==> config.mk <==
export PLATFORM = sky130hd
export DESIGN_NAME = mem_port_arbiter
export DESIGN_NICKNAME = d
export VERILOG_FILES = /design/src/rtl/mem_port_arbiter.sv
export SDC_FILE = /design/constraint.sdc
export NUM_CORES = 1
export LEC_CHECK = 0
export CORE_UTILIZATION = 37
export CTS_CLUSTER_SIZE = 28
export DETAILED_ROUTE_END_ITERATION = 8
export PLACE_DENSITY = 0.83
export SYNTH_ARGS = -nofsm -noshare
export SYNTH_HDL_FRONTEND = slang
export SYNTH_SLANG_ARGS = --single-unit
export TNS_END_PERCENT = 50
==> constraint.sdc <==
create_clock -name clk -period 4.55 [get_ports clk]
set_input_delay 1.365 -clock clk [delete_from_list [all_inputs] [get_ports clk]]
set_output_delay 1.365 -clock clk [all_outputs]
set_load 0.01 [all_outputs]
==> src/rtl/mem_port_arbiter.sv <==
// Arbiter for the unified memory port shared by instruction fetch and MEM-stage loads/stores.
// Optional access timeout is enabled by defining MEM_ARB_TIMEOUT_EN.
module mem_port_arbiter #(
  parameter int TIMEOUT = 64
) (
  input  logic        clk,
  input  logic        rst,
  input  logic        if_req,
  input  logic [31:0] if_addr,
  output logic [31:0] if_rdata,
  output logic        if_valid,
  input  logic        d_read,
  input  logic        d_write,
  input  logic        d_byte,
  input  logic [31:0] d_addr,
  input  logic [31:0] d_wdata,
  output logic [31:0] d_rdata,
  output logic        d_valid,
  output logic        stall_if,
  output logic        stall_mem,
  output logic        m_req,
  output logic        m_we,
  output logic [3:0]  m_wstrb,
  output logic [31:0] m_addr,
  output logic [31:0] m_wdata,
  input  logic        m_ack,
  input  logic [31:0] m_rdata,
  output logic        err
);

  typedef enum logic [1:0] {IDLE, DATA, FETCH} state_t;

  state_t      r_state, w_next;
  logic        r_last_data;
  logic        r_if_refused;
  logic [1:0]  r_lane;
  logic        r_byte;
  logic        w_d_req, w_grant_d, w_grant_f;
  logic        w_ack, w_abort, w_done;
  logic [7:0]  w_lane_byte;
  logic        w_unused;

  assign w_unused = ^if_addr[1:0];
  assign w_d_req  = d_read | d_write;
  assign w_ack    = m_ack & m_req;
  assign w_done   = w_ack | w_abort;

  // Fetch only beats data when it lost the previous arbitration to data.
  always_comb begin
    w_next    = r_state;
    w_grant_d = 1'b0;
    w_grant_f = 1'b0;
    case (r_state)
      IDLE: begin
        if (w_d_req && !(if_req && r_last_data && r_if_refused)) begin
          w_grant_d = 1'b1;
          w_next    = DATA;
        end else if (if_req) begin
          w_grant_f = 1'b1;
          w_next    = FETCH;
        end
      end
      DATA, FETCH: if (w_done) w_next = IDLE;
      default: w_next = IDLE;
    endcase
  end

  always_ff @(posedge clk) begin
    if (rst) begin
      r_state      <= IDLE;
      r_last_data  <= 1'b0;
      r_if_refused <= 1'b0;
      r_lane       <= '0;
      r_byte       <= 1'b0;
      m_req        <= 1'b0;
      m_we         <= 1'b0;
      m_wstrb      <= '0;
      m_addr       <= '0;
      m_wdata      <= '0;
    end else begin
      r_state <= w_next;
      if (w_grant_d) begin
        m_req        <= 1'b1;
        m_we         <= d_write;
        m_addr       <= {d_addr[31:2], 2'b00};
        m_wstrb      <= d_write ? (d_byte ? (4'b0001 << d_addr[1:0]) : 4'b1111) : 4'b0000;
        m_wdata      <= d_byte ? {4{d_wdata[7:0]}} : d_wdata;
        r_lane       <= d_addr[1:0];
        r_byte       <= d_byte;
        r_last_data  <= 1'b1;
        r_if_refused <= if_req;
      end else if (w_grant_f) begin
        m_req        <= 1'b1;
        m_we         <= 1'b0;
        m_addr       <= {if_addr[31:2], 2'b00};
        m_wstrb      <= '0;
        m_wdata      <= '0;
        r_last_data  <= 1'b0;
        r_if_refused <= 1'b0;
      end else if (w_done) begin
        m_req <= 1'b0;
      end
    end
  end

`ifdef MEM_ARB_TIMEOUT_EN
  logic [31:0] r_cnt;

  // An ack arriving on the timeout cycle completes normally.
  assign w_abort = (r_state != IDLE) && !w_ack && (r_cnt == 32'(TIMEOUT - 1));

  always_ff @(posedge clk) begin
    if (rst) begin
      r_cnt <= '0;
      err   <= 1'b0;
    end else begin
      err <= w_abort;
      if (w_grant_d || w_grant_f) r_cnt <= '0;
      else if ((r_state != IDLE) && !w_ack) r_cnt <= r_cnt + 32'd1;
    end
  end
`else
  logic w_unused_timeout;

  assign w_unused_timeout = TIMEOUT[0];
  assign w_abort          = 1'b0;
  assign err              = 1'b0;
`endif

  assign w_lane_byte = m_rdata[{r_lane, 3'b000} +: 8];

  assign if_valid  = (r_state == FETCH) && w_done;
  assign d_valid   = (r_state == DATA) && w_done;
  assign if_rdata  = w_abort ? '0 : m_rdata;
  assign d_rdata   = w_abort ? '0 : (r_byte ? {24'h0, w_lane_byte} : m_rdata);
  assign stall_if  = if_req & ~if_valid;
  assign stall_mem = w_d_req & ~d_valid;

endmodule

==> results.tsv, run 1 <==
metric	value	unit
outcome	completed	
met3 wire length	1.40	mm
Starting Density	0.387	
global-route usage over all layers	0.263	
Leakage	2.50	nW
post-route setup slack	192	ps
peak supply drop	217	uV
Routed Wire Length	15.7	mm
final setup TNS	0	ps
Die ar.	0.0114	sq mm
Hold Path Stages	2	
r2r endpoint	m_wdata[25]$_SDFFE_PP0P_	
Int Power	1.95	mW
Seq/Total Area, Yosys	0.369	
first-pass GRT wire length	23.3	mm
Worst-Skew Late Latency	360	ps
worst relative slew slack	0.547	
Arrival @ worst endpoint	2990	ps
Routed Antenna Nets	0	
final hold violations	0	
worst r2r src	r_state[0]$_SDFFE_PP0P_	
Die Span X	107	um
H-tree lvl count	3	
detailed-routed wire length on met2	7.93	mm
core area	0.0105	sq mm
routed len/inst	18.7	um
Gate Count Post-Synth	487	
min-delay src	m_addr[6]$_SDFFE_PP0P_	
Seq cells post-synth	75	
vias	4594	
critical path capture point type	primary output	
Bufs and invs on worst path	2	
Mapped Area	0.00407	sq mm
leading area contributor after synthesis	dfxtp_1	
Tmin final	4360	ps
# diodes	0	
largest net degree at the start of global routing	48	
Post-CTS Hold Fix Bufs	0	
Slowest cell on crit path	clkdlybuf4s50_1	
Layout area overhead	68.2	%
Die Y	107	um
combinational group share of total power	0.478	
port buffer count	268	
wl on met1	5.71	mm
Yosys top cell area share	0.369	
Sw Pwr	1.09	mW
commonest non-fill, non-tap cells in the layout	clkdlybuf4s50_1, dfxtp_1, nor3_1	
DRC	0	
total CTS buffers	9	
worst slew pin tran	679	ps
CTS sink count	75	
nets@finish	835	
Flop pwr share	0.310	
Syn. warnings	0	
Area contributors post-synth	dfxtp_1, buf_4, nor3_1	
Worst Reg-to-Reg Cells	6	
Final Slew Violations	0	
setup repair bufs after CTS	0	
crit-path max FO	3	
RSZ-0062 raised after global routing	no	
final cell count without fillers	838	
post_cts resized	0	
Critical Path Max Stage Delay	480	ps
Placed Instances	822	
Critical Path Source Type	input port	
initial antenna violation count	0	
clock buffer depth	2	
Hold Path End	m_addr[6]$_SDFFE_PP0P_	
Std-Cell Rows	37	
I/O pin total	274	
r2r setup slk	2310	ps
maximum clock frequency	229	MHz
GPL Wtd Cong	0.789	
Clock power frac	0.212	
max_cap viols	0	
power density over cell area	444	mW/mm^2
worst hold path class	reg2reg	
Distinct cells, synth	35	
clock skew	12.2	ps
grt ovf	0	
Util after Layout	0.651	
Period Utilization, post-route	0.958	
CP top delay family	buffers and inverters	
Net Sw Frac	0.358	
vias in the first global route	4618	
Detailed Place HPWL	11.6	mm
Async SR Flop Fraction	0	
Max Used Layer	met4	
CP cell instances	clkdlybuf4s50_1 -> mux2_1 -> a22o_1 -> a22o_1 -> clkdlybuf4s50_1	
number of flops mapped to enable cells by yosys	0	
Vias/cell	5.48	
TritonCTS clock tree	done	
final setup vio count	0	
Power, Total	3.04	mW
First DRT Iteration DRCs	345	
CTS root buffer	clkbuf_8	
Placement Setup Slack	191	ps
clock slew at reported path FFs	80	ps
share of cells above drive strength 1	0.0798	
critical path type	in2out	
Syn Area/Cell	8.36	sq um
Crit path required time	3180	ps
drt first pass iters	4	
Synth Flop Type	dfxtp_1	
commonest non-fill, non-tap cell in the layout	clkdlybuf4s50_1	
-- how the worst max path moves through the flow --
stage	start	end	depth (start not counted)
floorplan	d_write	stall_mem	4
global placement	m_rdata[31]	d_rdata[7]	5
detailed placement	m_rdata[31]	d_rdata[7]	5
CTS	m_rdata[31]	d_rdata[7]	5
global route	m_rdata[31]	d_rdata[7]	5
finish	m_rdata[31]	d_rdata[7]	5
-- power groups by stage --
stage | clock, mW | sequential, mW | combinational (mW)
floorplan | 0 | 1.01 | 0.678
global placement | 0 | 0.943 | 1.41
detailed placement | 0 | 0.952 | 1.45
CTS | 0.652 | 0.940 | 1.46
global route | 0.681 | 0.962 | 1.55
finish | 0.645 | 0.941 | 1.45
-- worst min-delay path: stages, from the launching register on --
cell     delay (ps)
dfxtp_1         310
nand3_1          60
o31ai_1          60
-- through the flow --
| stage | hold WS (ps) | cell area [sq um] |
|---|---|---|
| floorplan | 459 | 4080 |
| global route | 487 | 6840 |
| detailed placement | 456 | 6590 |
| finish | 472 | 6840 |
| CTS | 473 | 6840 |
| global placement | 454 | 6590 |
-- cell type report --
| cell class | count | area (sq um) |
|---|---|---|
| multi-input combinational | 324 | 2100 |
| sequential | 75 | 1500 |
| tap | 136 | 170 |
| fill | 858 | 3670 |
| clock buffer | 10 | 138 |
| inverter | 5 | 18.8 |
| clock inverter | 6 | 113 |
| timing repair buffer | 282 | 2800 |
-- layer usage --
layer  GRT usage  vias up
met5           0        -
met4       0.145        0
met3      0.0918       42
met2       0.481      221
met1       0.257     2156
li1            -     2175
-- kinds of logic (layout without fill, tap and decap cells) --
group                    Yosys count  after routing  synth area share
adder cells (fa/ha/maj)            3              3           0.00923
flip-flops                        75             75             0.369
other                              1              3          0.000922
AO/OA/AOI/OAI                    140            140             0.251
buffers and inverters             90            303             0.122
AND/OR/NAND/NOR                  158            158             0.193
multiplexers                      20             20            0.0554
-- cells in the mapped netlist (5+ instances only) --
cell,count
nor2b_1,26
nor3_1,51
a32oi_1,22
inv_1,5
dfxtp_1,75
mux2_2,19
a22o_1,20
buf_4,37
o21ai_0,9
o21ai_1,5
buf_2,16
nand3_1,34
clkbuf_1,27
a21oi_1,37
a211oi_1,5
nor2_1,32
o31ai_1,30
buf_1,5
nand2_1,8
-- flip-flops by register name, indices dropped and copies added, names as in the netlist --
name          cells
m_wdata          32
m_addr           30
m_wstrb           4
r_lane            2
r_state           2
m_req             1
m_we              1
r_byte            1
r_if_refused      1
r_last_data       1
Power figures use the tool's default switching activity.
==> run 2, diff against run 1 <==
--- a/config.mk
+++ b/config.mk
@@ -5,10 +5,11 @@
 export SDC_FILE = /design/constraint.sdc
 export NUM_CORES = 1
 export LEC_CHECK = 0
-export CORE_UTILIZATION = 37
+export CORE_UTILIZATION = 36
 export CTS_CLUSTER_SIZE = 28
 export DETAILED_ROUTE_END_ITERATION = 8
-export PLACE_DENSITY = 0.83
+export MAX_ROUTING_LAYER = met4
+export PLACE_DENSITY = 0.81
 export SYNTH_ARGS = -nofsm -noshare
 export SYNTH_HDL_FRONTEND = slang
 export SYNTH_SLANG_ARGS = --single-unit
==> constraint.sdc (replaced) <==
create_clock -name clk -period 4.2 [get_ports clk]
set_input_delay 1.26 -clock clk [delete_from_list [all_inputs] [get_ports clk]]
set_output_delay 1.26 -clock clk [all_outputs]
set_load 0.01 [all_outputs]
==> results.tsv, run 2 (synthesized netlist as in run 1, its figures left out) <==
metric	value	unit	change
vias in the first global route	4440		-3.9%
final setup TNS	0	ps	unchanged
port buffer count	268		unchanged
Std-Cell Rows	38		+2.7%
setup repair bufs after CTS	0		unchanged
Vias/cell	5.55		+1.3%
clock skew	7.45	ps	-4.73 ps
nets@finish	839		+0.48%
Detailed Place HPWL	12.2	mm	+5.5%
commonest non-fill, non-tap cell in the layout	clkdlybuf4s50_1		
clock slew at reported path FFs	60	ps	-20 ps
GPL Wtd Cong	0.831		+5.3%
worst slew pin tran	727	ps	+47.5 ps
drt first pass iters	5		+1
share of cells above drive strength 1	0.0850		+0.00521
critical path type	in2out		
Die ar.	0.0117	sq mm	+2.7%
H-tree lvl count	3		unchanged
RSZ-0062 raised after global routing	no		
max_cap viols	0		unchanged
combinational group share of total power	0.468		-0.010
Routed Antenna Nets	0		unchanged
TritonCTS clock tree	done		
I/O pin total	274		unchanged
Die Span X	108	um	+1.4%
grt met1 use	0.287		+0.0293
initial antenna violation count	1		+1
flip-flop count of the largest register after layout	32		unchanged
routed len/inst	19.4	um	+3.6%
Period Utilization, post-route	0.985		
maximum clock frequency	242	MHz	
Leakage	2.54	nW	+1.9%
Flop pwr share	0.301		-0.009
Arrival @ worst endpoint	2880	ps	-110 ps
largest net degree at the start of global routing	53		+10%
Die Y	108	um	+1.4%
core area	0.0109	sq mm	+4.1%
commonest non-fill, non-tap cells in the layout	clkdlybuf4s50_1, dfxtp_1, nor3_1		
Starting Density	0.372		-0.0151
Routed Wire Length	16.4	mm	+4.7%
Clock power frac	0.231		+0.019
Tmin final	4140	ps	
Final Slew Violations	0		unchanged
busiest layer in global routing	met2		
first-pass GRT wire length	23.7	mm	+1.9%
M3 GR Usage	0.0699		-0.0219
CTS sink count	75		unchanged
final setup vio count	0		unchanged
vias	4702		+2.4%
post_cts resized	0		unchanged
Crit path required time	2940	ps	-240 ps
power density over cell area	488	mW/mm^2	+10%
CTS root buffer	clkbuf_16		
Reg with most FFs	m_wdata		
Placed Instances	830		+0.97%
worst relative slew slack	0.514		-0.0327
Sw Pwr	1.21	mW	+11%
Critical Path Source Type	input port		
biggest regs	m_wdata (32), m_addr (30), m_wstrb (4)		
First DRT Iteration DRCs	358		+3.8%
clock buffer depth	2		unchanged
crit-path max FO	3		unchanged
total CTS buffers	9		unchanged
Worst-Skew Late Latency	340	ps	-20 ps
Net Sw Frac	0.357		-0.000879
Layout area overhead	70.7	%	
peak supply drop	284	uV	+30%
Int Power	2.18	mW	+12%
DRC	0		unchanged
global-route usage over all layers	0.274		+0.0113
grt ovf	0		unchanged
Post-CTS Hold Fix Bufs	0		unchanged
worst hold path class	reg2reg		
final cell count without fillers	847		+1.1%
outcome	completed		
critical path capture point type	primary output		
final hold violations	0		unchanged
met2 GRT Util	0.478		-0.00294
[run 2: cell type report]
class,instances,area (sq um)
clock inverter,6,65.1
fill,924,3990
multi-input combinational,324,2100
timing repair buffer,286,2840
sequential,75,1500
tap,140,175
clock buffer,10,239
antenna,1,2.50
inverter,5,18.8
[run 2: path summary, 6_finish.rpt]
path                            start                        to  cells after the start  slack, ps
max                       m_rdata[27]                d_rdata[3]                      5         60
min          m_wdata[26]$_SDFFE_PP0P_  m_wdata[26]$_SDFFE_PP0P_                      2        470
max reg2reg   r_state[0]$_SDFFE_PP0P_   m_addr[10]$_SDFFE_PP0P_                      6       2030
min reg2reg  m_wdata[26]$_SDFFE_PP0P_  m_wdata[26]$_SDFFE_PP0P_                      2        470
[run 2: power groups by stage]
stage                     Clock, mW  Sequential, mW  Combinational [mW]
final                         0.783            1.02                1.59
after CTS                     0.795            1.02                1.59
after global routing          0.828            1.04                1.70
after floorplan                   0            1.09               0.734
after detailed placement          0            1.03                1.59
after global placement            0            1.02                1.55
[run 2: critical path: stages]
cell and delay [ps]:
clkdlybuf4s50_1 450, mux2_2 290, a22o_1 180, a22o_1 210, clkdlybuf4s50_1 480
[run 2: per-layer routing]
layer  routed length [um]  share of wire
met4                  646          0.039
met2                 8480           0.52
met3                 1380          0.084
met1                 5890           0.36
met5                    0              0
[run 2: through the flow]
stage               area (sq um)  hold WS [ps]   util  total power, mW  setup WS [ps]
floorplan                   4080           459      -             1.83            941
finish                      6950           467  0.635             3.39           63.6
detailed placement          6640           452  0.607             2.62           54.1
global placement            6640           456  0.607             2.57           55.5
global route                6950           491  0.635             3.57           13.1
CTS                         6940           464  0.635             3.40           54.1
==> run 3, diff against run 2 <==
--- a/config.mk
+++ b/config.mk
@@ -8,6 +8,7 @@
 export CORE_UTILIZATION = 36
 export CTS_CLUSTER_SIZE = 28
 export DETAILED_ROUTE_END_ITERATION = 8
+export HOLD_SLACK_MARGIN = 0.12
 export MAX_ROUTING_LAYER = met4
 export PLACE_DENSITY = 0.81
 export SYNTH_ARGS = -nofsm -noshare
==> results of run 3 <==
The final DEF is identical to that of run 2; final timing and power are the same.
